--- config.mk ---
export PLATFORM = sky130hd
export DESIGN_NAME = kitchen_timer_core
export DESIGN_NICKNAME = d
export VERILOG_FILES = /design/src/rtl/kitchen_timer_pkg.sv /design/src/rtl/kitchen_timer_core_bcd_mmss_counter.sv /design/src/rtl/kitchen_timer_core.sv
export SDC_FILE = /design/constraint.sdc
export NUM_CORES = 1
export LEC_CHECK = 0
export ABC_AREA = 1
export BUFFER_PORTS_ARGS = -buffer_cell sky130_fd_sc_hd__clkbuf_2
export CELL_PAD_IN_SITES_DETAIL_PLACEMENT = 2
export CELL_PAD_IN_SITES_GLOBAL_PLACEMENT = 2
export CORE_UTILIZATION = 34
export CTS_CLUSTER_SIZE = 20
export DETAILED_ROUTE_END_ITERATION = 7
export PLACE_DENSITY_LB_ADDON = 0.15
export SETUP_SLACK_MARGIN = 0.02
export SLEW_MARGIN = 40
export SYNTH_ARGS = -nofsm -noshare
export SYNTH_HDL_FRONTEND = slang
export SYNTH_SLANG_ARGS = --single-unit
--- constraint.sdc ---
create_clock -name clk -period 2.31 [get_ports clk]
set_clock_uncertainty 0.2 [all_clocks]
set_input_delay 0.1155 -clock clk [delete_from_list [all_inputs] [get_ports clk]]
set_output_delay 0.1155 -clock clk [all_outputs]
set_load 0.01 [all_outputs]
--- src/rtl/kitchen_timer_pkg.sv ---
// Shared types and constants for the kitchen timer countdown engine.
// Colours are packed {R[2:0], G[2:0], B[1:0]} to match the display stage's controls.
package kitchen_timer_pkg;

    localparam int BCD_W = 4;

    typedef enum logic [1:0] {
        IDLE  = 2'd0,
        RUN   = 2'd1,
        PAUSE = 2'd2,
        ALARM = 2'd3
    } state_e;

    localparam logic [7:0] WHITE = {3'd7, 3'd7, 2'd3};
    localparam logic [7:0] GREEN = {3'd0, 3'd7, 2'd0};
    localparam logic [7:0] RED   = {3'd7, 3'd0, 2'd0};
    localparam logic [7:0] BLACK = {3'd0, 3'd0, 2'd0};

    // Single BCD digit step with wrap at an arbitrary top value (9 or 5).
    function automatic logic [BCD_W-1:0] bcd_inc(input logic [BCD_W-1:0] d,
                                                 input logic [BCD_W-1:0] top);
        return (d == top) ? '0 : d + 1'b1;
    endfunction

    function automatic logic [BCD_W-1:0] bcd_dec(input logic [BCD_W-1:0] d,
                                                 input logic [BCD_W-1:0] top);
        return (d == '0) ? top : d - 1'b1;
    endfunction

endpackage

--- src/rtl/kitchen_timer_core_bcd_mmss_counter.sv ---
// MM:SS BCD register file: increments minutes or seconds independently,
// decrements the whole time by one second with borrow, or clears.
module bcd_mmss_counter
    import kitchen_timer_pkg::*;
(
    input  logic             clk,
    input  logic             rst,
    input  logic             inc_min,
    input  logic             inc_sec,
    input  logic             dec,
    input  logic             clear,
    output logic [BCD_W-1:0] min_tens,
    output logic [BCD_W-1:0] min_units,
    output logic [BCD_W-1:0] sec_tens,
    output logic [BCD_W-1:0] sec_units,
    output logic             is_zero
);

    localparam logic [BCD_W-1:0] D9 = BCD_W'(9);
    localparam logic [BCD_W-1:0] D5 = BCD_W'(5);

    logic [BCD_W-1:0] mt_q, mu_q, st_q, su_q;
    logic [BCD_W-1:0] mt_d, mu_d, st_d, su_d;

    assign is_zero = (mt_q == '0) && (mu_q == '0) && (st_q == '0) && (su_q == '0);

    always_comb begin
        mt_d = mt_q;
        mu_d = mu_q;
        st_d = st_q;
        su_d = su_q;
        if (clear) begin
            mt_d = '0;
            mu_d = '0;
            st_d = '0;
            su_d = '0;
        end else if (dec && !is_zero) begin
            su_d = bcd_dec(su_q, D9);
            if (su_q == '0) begin
                st_d = bcd_dec(st_q, D5);
                if (st_q == '0) begin
                    mu_d = bcd_dec(mu_q, D9);
                    if (mu_q == '0) begin
                        mt_d = bcd_dec(mt_q, D9);
                    end
                end
            end
        end else if (inc_min) begin
            mu_d = bcd_inc(mu_q, D9);
            if (mu_q == D9) begin
                mt_d = bcd_inc(mt_q, D9);
            end
        end else if (inc_sec) begin
            // Seconds wrap 59 -> 00 without carrying into minutes.
            su_d = bcd_inc(su_q, D9);
            if (su_q == D9) begin
                st_d = bcd_inc(st_q, D5);
            end
        end
    end

    always_ff @(posedge clk) begin
        if (rst) begin
            mt_q <= '0;
            mu_q <= '0;
            st_q <= '0;
            su_q <= '0;
        end else begin
            mt_q <= mt_d;
            mu_q <= mu_d;
            st_q <= st_d;
            su_q <= su_d;
        end
    end

    assign min_tens  = mt_q;
    assign min_units = mu_q;
    assign sec_tens  = st_q;
    assign sec_units = su_q;

endmodule

--- src/rtl/kitchen_timer_core.sv ---
// Kitchen timer countdown engine: button edge detect, IDLE/RUN/PAUSE/ALARM FSM,
// one-second prescaler, alarm blink/timeout, and registered display colour.
module kitchen_timer_core
    import kitchen_timer_pkg::*;
#(
    parameter int TICK_DIV   = 100000000,
    parameter int BLINK_DIV  = 25000000,
    parameter int ALARM_SECS = 10
) (
    input  logic             clk,
    input  logic             rst,
    input  logic             btn_min,
    input  logic             btn_sec,
    input  logic             btn_start,
    input  logic             btn_clr,
    output logic [BCD_W-1:0] num1,
    output logic [BCD_W-1:0] num2,
    output logic [BCD_W-1:0] num3,
    output logic [BCD_W-1:0] num4,
    output logic [2:0]       R_control,
    output logic [2:0]       G_control,
    output logic [1:0]       B_control,
    output logic             running,
    output logic             alarm
);

    localparam int ALARM_CYC = ALARM_SECS * TICK_DIV;
    localparam int PW = (TICK_DIV  > 1) ? $clog2(TICK_DIV)  : 1;
    localparam int BW = (BLINK_DIV > 1) ? $clog2(BLINK_DIV) : 1;
    localparam int AW = (ALARM_CYC > 1) ? $clog2(ALARM_CYC) : 1;

    localparam logic [PW-1:0] PRE_LAST   = PW'(TICK_DIV - 1);
    localparam logic [BW-1:0] BLINK_LAST = BW'(BLINK_DIV - 1);
    localparam logic [AW-1:0] ALARM_LAST = AW'(ALARM_CYC - 1);

    // Button order in the history vector: {clr, start, min, sec}
    logic [3:0]    btn_q, btn_d, pulse;
    state_e        state_q, state_d;
    logic [PW-1:0] pre_q, pre_d;
    logic [BW-1:0] blink_q, blink_d;
    logic          phase_q, phase_d;
    logic [AW-1:0] acnt_q, acnt_d;
    logic [7:0]    colour_q, colour_d;
    logic          running_q, running_d;
    logic          alarm_q, alarm_d;

    logic clr_p, start_p, min_p, sec_p;
    logic inc_min, inc_sec, dec, clear;
    logic is_zero, is_one;
    logic [BCD_W-1:0] mt, mu, st, su;

    bcd_mmss_counter u_cnt (
        .clk      (clk),
        .rst      (rst),
        .inc_min  (inc_min),
        .inc_sec  (inc_sec),
        .dec      (dec),
        .clear    (clear),
        .min_tens (mt),
        .min_units(mu),
        .sec_tens (st),
        .sec_units(su),
        .is_zero  (is_zero)
    );

    assign is_one = (mt == '0) && (mu == '0) && (st == '0) && (su == BCD_W'(1));

    always_comb begin
        btn_d   = {btn_clr, btn_start, btn_min, btn_sec};
        pulse   = btn_d & ~btn_q;
        // Only the highest-priority pulse acts: clr > start > min > sec.
        clr_p   = pulse[3];
        start_p = pulse[2] & ~pulse[3];
        min_p   = pulse[1] & ~pulse[3] & ~pulse[2];
        sec_p   = pulse[0] & ~pulse[3] & ~pulse[2] & ~pulse[1];
    end

    always_comb begin
        state_d = state_q;
        pre_d   = pre_q;
        blink_d = blink_q;
        phase_d = phase_q;
        acnt_d  = acnt_q;
        inc_min = 1'b0;
        inc_sec = 1'b0;
        dec     = 1'b0;
        clear   = 1'b0;
        case (state_q)
            IDLE: begin
                if (clr_p) begin
                    clear = 1'b1;
                end else if (start_p) begin
                    if (!is_zero) begin
                        state_d = RUN;
                        pre_d   = '0;
                    end
                end else if (min_p) begin
                    inc_min = 1'b1;
                end else if (sec_p) begin
                    inc_sec = 1'b1;
                end
            end
            RUN: begin
                if (clr_p) begin
                    state_d = IDLE;
                    clear   = 1'b1;
                    pre_d   = '0;
                end else if (start_p) begin
                    state_d = PAUSE;
                end else if (pre_q == PRE_LAST) begin
                    pre_d = '0;
                    dec   = 1'b1;
                    if (is_one) begin
                        state_d = ALARM;
                        blink_d = '0;
                        phase_d = 1'b0;
                        acnt_d  = '0;
                    end
                end else begin
                    pre_d = pre_q + 1'b1;
                end
            end
            PAUSE: begin
                if (clr_p) begin
                    state_d = IDLE;
                    clear   = 1'b1;
                    pre_d   = '0;
                end else if (start_p) begin
                    state_d = RUN;
                end
            end
            ALARM: begin
                if (clr_p || start_p || (acnt_q == ALARM_LAST)) begin
                    state_d = IDLE;
                    clear   = 1'b1;
                    blink_d = '0;
                    phase_d = 1'b0;
                    acnt_d  = '0;
                end else begin
                    acnt_d = acnt_q + 1'b1;
                    if (blink_q == BLINK_LAST) begin
                        blink_d = '0;
                        phase_d = ~phase_q;
                    end else begin
                        blink_d = blink_q + 1'b1;
                    end
                end
            end
            default: state_d = IDLE;
        endcase
    end

    // Outputs are decoded from next-state so they line up with the state register.
    always_comb begin
        running_d = (state_d == RUN);
        alarm_d   = (state_d == ALARM);
        case (state_d)
            RUN:     colour_d = GREEN;
            ALARM:   colour_d = phase_d ? BLACK : RED;
            default: colour_d = WHITE;
        endcase
    end

    always_ff @(posedge clk) begin
        if (rst) begin
            btn_q     <= '0;
            state_q   <= IDLE;
            pre_q     <= '0;
            blink_q   <= '0;
            phase_q   <= 1'b0;
            acnt_q    <= '0;
            colour_q  <= WHITE;
            running_q <= 1'b0;
            alarm_q   <= 1'b0;
        end else begin
            btn_q     <= btn_d;
            state_q   <= state_d;
            pre_q     <= pre_d;
            blink_q   <= blink_d;
            phase_q   <= phase_d;
            acnt_q    <= acnt_d;
            colour_q  <= colour_d;
            running_q <= running_d;
            alarm_q   <= alarm_d;
        end
    end

    assign num1      = mt;
    assign num2      = mu;
    assign num3      = st;
    assign num4      = su;
    assign R_control = colour_q[7:5];
    assign G_control = colour_q[4:2];
    assign B_control = colour_q[1:0];
    assign running   = running_q;
    assign alarm     = alarm_q;

endmodule

==> results of run 1 <==
## metrics by stage
step / hold slack (ns) / instances / total power [mW] / util (%)
floorplan: 0.02247 / 1148 / 2.194 / -
global placement: 0.1370 / 1467 / 2.291 / 38.75
detailed placement: 0.1523 / 1467 / 2.303 / 38.75
CTS: 0.2780 / 1487 / 4.127 / 40.66
global route: 0.2923 / 1504 / 4.242 / 41.79
finish: 0.2702 / 1504 / 4.108 / 41.79
## worst register-to-register path, stage by stage (launching register included)
cell	delay [ns]
dfxtp_2	0.37
ha_1	0.19
inv_1	0.09
nor2_4	0.15
nand3_2	0.15
nor2_8	0.22
buf_4	0.15
nand3_1	0.17
nand3_2	0.19
inv_2	0.09
nand2_1	0.08
nand2_1	0.07
nor2_1	0.18
## cell usage after synthesis, types with 2 or more instances
library cell and count:
nand2_1 264, nor2_1 170, nand3_1 129, inv_1 121, dfxtp_1 110, a21oi_1 68
nand4_1 59, nor3_1 37, o21ai_0 31, xor2_1 18, clkbuf_1 13, buf_2 12
nand2_2 11, nor2_2 10, inv_2 9, o21ai_1 8, nand2_4 7, buf_4 6
nor2_4 6, buf_1 5, buf_6 5, xnor2_1 5, nor3b_1 4, nor4_1 4
o21ai_2 4, or2_2 4, ha_1 3, nand3_2 3, a21o_1 2, nand3b_1 2
nor2_8 2, o21bai_1 2
## layout by cell type, fill, tap and decap left out, types with 18 or more instances in the layout
| cell | instances |
|---|---|
| nor3_1 | 37 |
| nor2_1 | 166 |
| buf_4 | 70 |
| o21ai_0 | 30 |
| nand4_1 | 59 |
| xor2_1 | 18 |
| nand2_1 | 261 |
| a21oi_1 | 67 |
| dfxtp_1 | 107 |
| clkbuf_2 | 31 |
| inv_1 | 121 |
| nand3_1 | 129 |
## per-layer routing
| layer | track usage [%] | up-vias |
|---|---|---|
| li1 | - | 3899 |
| met1 | 32.10 | 4053 |
| met2 | 46.84 | 116 |
| met3 | 3.199 | 51 |
| met4 | 5.000 | 0 |
| met5 | 0 | - |
## kinds of logic after synthesis
kind of cell    share of synthesized area (%)
compound gates                          9.109
xor+xnor                                2.809
buf+inv                                 10.12
simple gates                            46.73
flops                                   30.71
fa+ha+maj                              0.5235
## registers in the layout (all words and copies together), names as in the netlist, 2 cells and up
register and cells:
colour_q 3, acnt_q 30, u_cnt.sec_tens 4, u_cnt.min_tens 4, btn_q 4, blink_q 25, pre_q 27, state_q 2
u_cnt.min_units 4, u_cnt.sec_units 4
## power groups by stage
stage,Combinational [mW],Clock [mW],Sequential [mW]
CTS,0.343,1.86,1.93
detailed placement,0.331,0,1.97
global route,0.394,1.92,1.93
floorplan,0.220,0,1.97
global placement,0.321,0,1.97
finish,0.366,1.81,1.93
## cell type report
cell class | instances | area, um2 | share of cell area, %
Clock buffer | 11 | 252.7 | 2.960
Clock inverter | 4 | 77.57 | 0.9086
Inverter | 132 | 498.0 | 5.832
Multi-Input combinational cell | 866 | 4339 | 50.82
Sequential cell | 110 | 2206 | 25.84
Tap cell | 270 | 337.8 | 3.957
Timing Repair Buffer | 111 | 827.0 | 9.686
## worst paths after layout
kind | slack [ns] | from | to | depth (start not counted)
max reg2reg | -0.05 | pre_q[0]$_SDFFE_PP0P_ | u_cnt.sec_tens[0]$_SDFFE_PP0P_ | 12
max | -0.05 | pre_q[0]$_SDFFE_PP0P_ | u_cnt.sec_tens[0]$_SDFFE_PP0P_ | 12
min reg2reg | 0.27 | pre_q[5]$_SDFFE_PP0P_ | pre_q[5]$_SDFFE_PP0P_ | 1
min | 0.27 | pre_q[5]$_SDFFE_PP0P_ | pre_q[5]$_SDFFE_PP0P_ | 1
## timing repair
action | in CTS | in global routing
gates cloned | 0 | 2
pin swaps | 0 | 6
setup buffers | 0 | 15
gates resized for setup | 2 | 20
hold endpoints to repair | 13 | 0
hold buffers | 5 | 0
endpoints found under the setup margin | 9 | 82
==> flow_metrics.env, run 1 <==
export IMPL_outcome="finished, violations left"
export IMPL_violations="negative setup slack"
export IMPL_startpoint_type="flop"
export IMPL_max_stage_delay_ns=0.37
export IMPL_p_per_area_mw_per_mm2=481.2
export IMPL_synth_area_mm2=0.007171
export IMPL_first_pass_iters=5
export IMPL_fin_area_mm2=0.008538
export IMPL_maxSlewHeadroom_pct=63.83
export IMPL_syn2layout_area_growth_pct=19.07
export IMPL_synth_edf_count=0
export IMPL_route_met2_wl_um=15160
export IMPL_yosysSeqAreaShare_pct=30.71
export IMPL_ys_flop_type="dfxtp_1"
export IMPL_initial_core_util_pct=35.10
export IMPL_critPathKind="reg -> reg"
export IMPL_grt_ovfl_total=0
export IMPL_p_switching_mw=1.071
export IMPL_path_buf_inv=3
export IMPL_cts_tree="done"
export IMPL_grt_pass1_vias=8671
export IMPL_fp_dieArea_mm2=0.02168
export IMPL_timing_final_ws_setup_ns=-0.04577
export IMPL_min_period_over_period_pct=102.0
export IMPL_drv_slew=0
export IMPL_synth_cell_type_count=46
export IMPL_fillers=2514
export IMPL_cts_root_buf="clkbuf_16"
export IMPL_dp_slack_ns=-0.008510
export IMPL_io_buffers=31
export IMPL_synth_cells=1148
export IMPL_synth_nets=1157
export IMPL_grt_max_degree=47
export IMPL_syn_avg_cell_area_um2=6.246
export IMPL_seqPwrFrac_pct=47.0
export IMPL_wl_met3_um=665
export IMPL_critical_path_top_delay_family="simple AND/OR/NAND/NOR gates"
export IMPL_critical_path_max_fanout=6
export IMPL_finalSetupViolations=1
export IMPL_swShare_pct=26.07
export IMPL_maxUsedRoutingLayer="met4"
export IMPL_ant_nets=0
export IMPL_clkSinkCount=110
export IMPL_viasPerCell=5.398
export IMPL_drv_cap=0
export IMPL_ys_warn_count=0
export IMPL_io_pin_count=32
export IMPL_p_comb_share_pct=8.9
export IMPL_cts_buffer_depth=2
export IMPL_fp_dieH_um=147.2
export IMPL_cts_buffers_inserted=9
export IMPL_ys_async_sr_fraction_pct=0
export IMPL_wl_per_cell_um=19.70
export IMPL_cp_slowest_cell="dfxtp_2"
export IMPL_clk_latency_ns=0.37
export IMPL_gr_usage_all_layers_pct=25.65
export IMPL_die_w_um=147.2
export IMPL_power_frac_clock_pct=44.1
export IMPL_period_needed_ns=2.356
export IMPL_worstSetupEndpointType="flop"
export IMPL_vias=8119
export IMPL_grt_pass1_wl_um=44640
export IMPL_hpwl_um=19860
export IMPL_m1WireLength_um=13200
export IMPL_power_leakage_nw=3.451
export IMPL_yosys_area_top_type="dfxtp_1"
export IMPL_ys_ff_latch=110
export IMPL_intPower_mw=3.037
export IMPL_required_ns=2.39
export IMPL_path_clk_slew_ns=0.08
export IMPL_fmax_mhz=424.5
export IMPL_worstPathArrival_ns=2.44
export IMPL_synth_top_area_share_pct=30.71
export IMPL_worstHoldPathType="reg -> reg"
export IMPL_peakVddDrop_v=0.0003504
export IMPL_dpl_cell_area_mm2=0.007916
export IMPL_layout_drive_gt1_share_pct=16.05
export IMPL_drc=0
export IMPL_tightest_slew_ns=0.5426
export IMPL_drt_iter0_drc=305
export IMPL_crit_chain="ha_1, inv_1, nor2_4, nand3_2, nor2_8, buf_4, nand3_1, nand3_2, inv_2, nand2_1, nand2_1, nor2_1"
export IMPL_tns_ns=-0.04577
export IMPL_finalWirelength_um=29640
export IMPL_core_area_mm2=0.02043
export IMPL_final_nets=1239
export IMPL_synthTopCellsByArea="dfxtp_1, nand2_1, nand3_1"
export IMPL_gp_congestion=0.8335
export IMPL_antenna_found_initial=0
export IMPL_hold_violations=0
export IMPL_rows=52
export IMPL_cts_max_level=3
export IMPL_n_antenna_cell=0
(Power assumes the default switching activity.)
==> run 2, diff against run 1 <==
--- a/config.mk
+++ b/config.mk
@@ -9,7 +9,7 @@
 export BUFFER_PORTS_ARGS = -buffer_cell sky130_fd_sc_hd__clkbuf_2
 export CELL_PAD_IN_SITES_DETAIL_PLACEMENT = 2
 export CELL_PAD_IN_SITES_GLOBAL_PLACEMENT = 2
-export CORE_UTILIZATION = 34
+export CORE_UTILIZATION = 31
 export CTS_CLUSTER_SIZE = 20
 export DETAILED_ROUTE_END_ITERATION = 7
 export PLACE_DENSITY_LB_ADDON = 0.15
==> constraint.sdc (replaced) <==
create_clock -name clk -period 2.1 [get_ports clk]
set_clock_uncertainty 0.2 [all_clocks]
set_input_delay 0.105 -clock clk [delete_from_list [all_inputs] [get_ports clk]]
set_output_delay 0.105 -clock clk [all_outputs]
set_load 0.01 [all_outputs]
==> flow_metrics.env, run 2 (synthesis gave the netlist of run 1 again) <==
export IMPL_rsz0062_at_grt="yes"
export IMPL_n_antenna_cell=0
export IMPL_worstHoldPathType="in -> reg"
export IMPL_die_w_um=154.1
export IMPL_worstSetupEndpointType="flop"
export IMPL_startpoint_type="flop"
export IMPL_fmax_mhz=476.1
export IMPL_wl_per_cell_um=18.84
export IMPL_peakVddDrop_v=0.0003493
export IMPL_grt_pass1_wl_um=45700
export IMPL_min_period_over_period_pct=100.0
export IMPL_ant_nets=0
export IMPL_crit_chain="inv_1, nand3_1, nor2_2, nand2_4, nor2_8, nand4_4, buf_12, nand3_2, nand2_1, o21ai_1"
export IMPL_path_buf_inv=2
export IMPL_clkSinkCount=110
export IMPL_top_register="acnt_q"
export IMPL_wl_met3_um=542
export IMPL_initial_core_util_pct=31.67
export IMPL_largest_reg_flops=30
export IMPL_rows=55
export IMPL_fp_dieArea_mm2=0.02374
export IMPL_cts_buffers_inserted=9
export IMPL_fillers=2775
export IMPL_fp_dieH_um=154.1
export IMPL_clk_latency_ns=0.37
export IMPL_p_per_area_mw_per_mm2=483.9
export IMPL_route_met2_wl_um=15030
export IMPL_grt_pass1_vias=8845
export IMPL_core_area_mm2=0.02264
export IMPL_cp_slowest_cell="dfxtp_1"
export IMPL_first_pass_iters=4
export IMPL_drc=0
export IMPL_gr_usage_all_layers_pct=23.93
export IMPL_io_pin_count=32
export IMPL_grt_ovfl_total=0
export IMPL_fin_cells=1570
export IMPL_cts_root_buf="clkbuf_16"
export IMPL_hold_violations=0
export IMPL_critical_path_max_fanout=49
export IMPL_finalSetupViolations=1
export IMPL_top_regs="acnt_q x30, pre_q x27, blink_q x25"
export IMPL_critPathKind="reg -> reg"
export IMPL_final_nets=1290
export IMPL_m1WireLength_um=13330
export IMPL_drt_iter0_drc=348
export IMPL_path_clk_slew_ns=0.08
export IMPL_hpwl_um=20300
export IMPL_period_needed_ns=2.100
export IMPL_final_cell_mix="nand2_1, nor2_1, nand3_1"
export IMPL_max_stage_delay_ns=0.33
export IMPL_drv_slew=0
export IMPL_layout_cells_most_common="nand2_1"
export IMPL_fin_util_pct=40.45
export IMPL_worstPathArrival_ns=2.20
export IMPL_finalPower_mw=4.432
export IMPL_vias=8312
export IMPL_required_ns=2.20
export IMPL_cts_max_level=3
export IMPL_drv_cap=0
export IMPL_dp_cells=1531
export IMPL_outcome="finished, violations left"
export IMPL_multi_input_area_mm2=0.004558
export IMPL_cts_tree="done"
export IMPL_gp_congestion=0.8317
export IMPL_layout_drive_gt1_share_pct=23.58
export IMPL_tns_ns=-0.0004103
export IMPL_io_buffers=31
export IMPL_regArea_mm2=0.002213
export IMPL_timing_final_ws_setup_ns=-0.0004103
export IMPL_maxUsedRoutingLayer="met4"
export IMPL_grt_max_degree=53
export IMPL_violations="negative setup slack"
export IMPL_cp_startpoint="pre_q[19]$_SDFFE_PP0P_"
export IMPL_maxSlewHeadroom_pct=69.94
export IMPL_tightest_slew_ns=0.4468
export IMPL_r2r_start="pre_q[19]$_SDFFE_PP0P_"
export IMPL_finalWirelength_um=29570
export IMPL_power_leakage_nw=3.729
export IMPL_viasPerCell=5.294
export IMPL_cts_buffer_depth=2
export IMPL_antenna_found_initial=0
export IMPL_syn2layout_area_growth_pct=27.73
export IMPL_critical_path_top_delay_family="simple AND/OR/NAND/NOR gates"
export IMPL_hold_start="rst"
==> run 2: final cells by class <==
| type | instances | area share [%] |
|---|---|---|
| clock buffer | 10 | 2.609 |
| clock inverter | 5 | 0.6421 |
| inverter | 132 | 5.492 |
| multi-input combinational | 865 | 49.77 |
| sequential | 110 | 24.17 |
| tap | 285 | 3.893 |
| timing repair buffer | 163 | 13.43 |
==> run 2: per-layer routing <==
| metal | global-route usage [%] | up-vias |
|---|---|---|
| met2 | 43.72 | 103 |
| li1 | - | 4021 |
| met4 | 5.048 | 0 |
| met3 | 2.283 | 49 |
| met1 | 30.24 | 4139 |
| met5 | 0 | - |
==> run 2: metrics by stage <==
stage / instance area (um2) / worst slack, ns / hold WS [ns]
3_3_place_gp: 8341 / 0.02144 / 0.1258
5_1_grt: 9159 / -0.1355 / 0.1217
2_1_floorplan: 7171 / 0.1137 / 0.01197
6_report: 9159 / -0.0004103 / 0.09498
3_5_place_dp: 8341 / -0.08798 / 0.1404
4_1_cts: 8763 / 0.02530 / 0.1022
==> run 2: worst paths after layout <==
kind                               endpoint  depth (start not counted)  slack, ns
max                  colour_q[6]$_SDFF_PP1_                         10    -0.0004
min          u_cnt.min_tens[3]$_SDFFE_PP0P_                          5       0.09
max reg2reg          colour_q[6]$_SDFF_PP1_                         10    -0.0004
min reg2reg          acnt_q[6]$_SDFFE_PP0P_                          2       0.32
==> run 2: power by group <==
| group | internal (mW) | switching [mW] |
|---|---|---|
| Sequential | 2.11 | 0.0191 |
| Clock | 0.958 | 0.902 |
| Combinational | 0.157 | 0.290 |
==> run 2: tightest hold or removal path: stages <==
cell and delay (ns):
clkbuf_2 0.20, a21oi_2 0.07, buf_12 0.15, nand2_1 0.06
nor2_1 0.03
==> run 2: what timing repair did <==
item	CTS	global route
resized for setup	12	83
hold buffers	7	0
endpoints found under the hold margin	4	0
pin swaps	3	24
endpoints found under the setup margin	63	99
buffers inserted	2	15
==> run 3, diff against run 2 <==
==> constraint.sdc (replaced) <==
create_clock -name clk -period 2.1 [get_ports clk]
set_clock_uncertainty 0.2 [all_clocks]
set_input_delay 0.21 -clock clk [delete_from_list [all_inputs] [get_ports clk]]
set_output_delay 0.21 -clock clk [all_outputs]
set_load 0.01 [all_outputs]
==> flow_metrics.env, run 3 (synthesis gave the netlist of run 1 again) <==
export IMPL_period_needed_ns=2.184
export IMPL_clk_latency_ns=0.37
export IMPL_regArea_mm2=0.002221
export IMPL_grt_pass1_vias=8817
export IMPL_core_area_mm2=0.02264
export IMPL_critPathMostFrequentCell="nand2_8"
export IMPL_clkSinkCount=110
export IMPL_p_per_area_mw_per_mm2=474.5
export IMPL_fp_dieArea_mm2=0.02374
export IMPL_worstPathArrival_ns=2.25
export IMPL_top_regs="acnt_q x30, pre_q x27, blink_q x25"
export IMPL_min_period_over_period_pct=104.0
export IMPL_grt_util_met1_pct=29.20
export IMPL_first_pass_iters=4
export IMPL_worstSetupEndpointType="flop"
export IMPL_met3_usage_pct=2.565
export IMPL_power_leakage_nw=3.807
export IMPL_hold_violations=0
export IMPL_critical_path_top_delay_family="simple AND/OR/NAND/NOR gates"
export IMPL_required_ns=2.17
export IMPL_drt_iter0_drc=344
export IMPL_fillers=2746
export IMPL_busiest_layer="met2"
export IMPL_fmax_mhz=458.0
export IMPL_rrSetupSlack_ns=-0.08
export IMPL_fin_cells=1583
export IMPL_vias=8420
export IMPL_gp_congestion=0.8349
export IMPL_drv_slew=0
export IMPL_layout_cells_most_common="nand2_1"
export IMPL_finalPower_mw=4.441
export IMPL_globalRouteMet2Util_pct=42.49
export IMPL_final_nets=1302
export IMPL_critPathKind="reg -> reg"
export IMPL_finalWirelength_um=32170
export IMPL_finalSetupViolations=19
export IMPL_fp_dieH_um=154.1
export IMPL_io_pin_count=32
export IMPL_largest_reg_flops=30
export IMPL_wl_per_cell_um=20.32
export IMPL_grt_pass1_wl_um=44480
export IMPL_grt_max_degree=53
export IMPL_drc=0
export IMPL_final_cell_mix="nand2_1, nor2_1, nand3_1"
export IMPL_cts_root_buf="clkbuf_16"
export IMPL_startpoint_type="flop"
export IMPL_cp_slowest_cell="dfxtp_2"
export IMPL_maxSlewHeadroom_pct=63.46
export IMPL_max_stage_delay_ns=0.36
export IMPL_cts_buffer_depth=2
export IMPL_path_buf_inv=2
export IMPL_io_buffers=31
export IMPL_multi_input_area_mm2=0.004589
export IMPL_top_register="acnt_q"
export IMPL_drv_cap=0
export IMPL_dp_slack_ns=-0.09822
export IMPL_die_w_um=154.1
export IMPL_crit_chain="ha_4, inv_4, nor2_4, nand3_4, nor2_8, buf_12, nand2_8, nand2_8, nand2_8, nor2_4, nand2_1, nand2_1, nor2_1"
export IMPL_n_antenna_cell=0
export IMPL_syn2layout_area_growth_pct=30.52
export IMPL_violations="negative setup slack"
export IMPL_rows=55
export IMPL_cts_max_level=3
export IMPL_cts_tree="done"
export IMPL_worstHoldPathType="in -> reg"
export IMPL_critical_path_max_fanout=7
export IMPL_dp_cells=1532
export IMPL_initial_core_util_pct=31.67
export IMPL_layout_drive_gt1_share_pct=24.58
export IMPL_grt_ovfl_total=0
export IMPL_rsz0062_at_grt="yes"
export IMPL_gr_usage_all_layers_pct=23.30
export IMPL_peakVddDrop_v=0.0004108
export IMPL_ant_nets=0
export IMPL_outcome="finished, violations left"
export IMPL_tightest_slew_ns=0.5430
export IMPL_antenna_found_initial=0
export IMPL_hpwl_um=19900
export IMPL_path_clk_slew_ns=0.09
export IMPL_cts_buffers_inserted=9
export IMPL_timing_final_ws_setup_ns=-0.08360
export IMPL_viasPerCell=5.319
==> run 3: stage by stage <==
stage / hold slack (ns) / instance area (um2) / util (%) / setup TNS, ns
finish: 0.2203 / 9359 / 41.34 / -0.4884
floorplan: 0.1170 / 7171 / - / 0
detailed placement: 0.2455 / 8348 / 36.87 / -0.6987
global placement: 0.2301 / 8348 / 36.87 / 0
CTS: 0.2007 / 8796 / 38.85 / 0
global route: 0.2392 / 9359 / 41.34 / -6.629
==> run 3: worst reg2reg max path: cells and delay by family, from the launching register on <==
kind          cells  cell delay, ns
simple gates     10            1.17
fa+ha+maj         1            0.16
flops             1            0.36
buf+inv           2            0.19
==> run 3: where the power goes <==
group	internal [mW]	total [mW]	switching [mW]
combinational	0.165	0.476	0.311
sequential	2.11	2.12	0.0189
clock	0.887	1.84	0.954
total	3.16	4.44	1.28
==> run 3: what timing repair did <==
item	CTS	global route
setup endpoints to repair	39	93
pin swaps	5	29
hold buffers	7	0
setup buffers	3	21
cloned	0	4
resized for setup	15	97
hold endpoints to repair	4	0
==> run 3: path summary, 6_finish.rpt <==
check,startpoint,endpoint,cells after the start
worst min register to register,pre_q[5]$_SDFFE_PP0P_,pre_q[5]$_SDFFE_PP0P_,1
worst max-delay path,pre_q[0]$_SDFFE_PP0P_,u_cnt.min_tens[3]$_SDFFE_PP0P_,13
worst max register to register,pre_q[0]$_SDFFE_PP0P_,u_cnt.min_tens[3]$_SDFFE_PP0P_,13
worst min-delay path,rst,u_cnt.sec_tens[0]$_SDFFE_PP0P_,5
==> run 3: area by class of cell <==
class	instances	share of cell area (%)
multi-input cells	866	49.04
flip-flops and latches	110	23.73
repair buffers	174	14.84
inverters	132	5.428
well taps	285	3.810
clock buffers	11	2.701
clock inverters	5	0.4545
==> run 3: routing by layer <==
| layer | vias to the layer above | share of wire [%] |
|---|---|---|
| met2 | 117 | 51 |
| met1 | 4227 | 45 |
| li1 | 4029 | - |
| met5 | - | 0 |
| met4 | 0 | 1.7 |
| met3 | 47 | 2.3 |
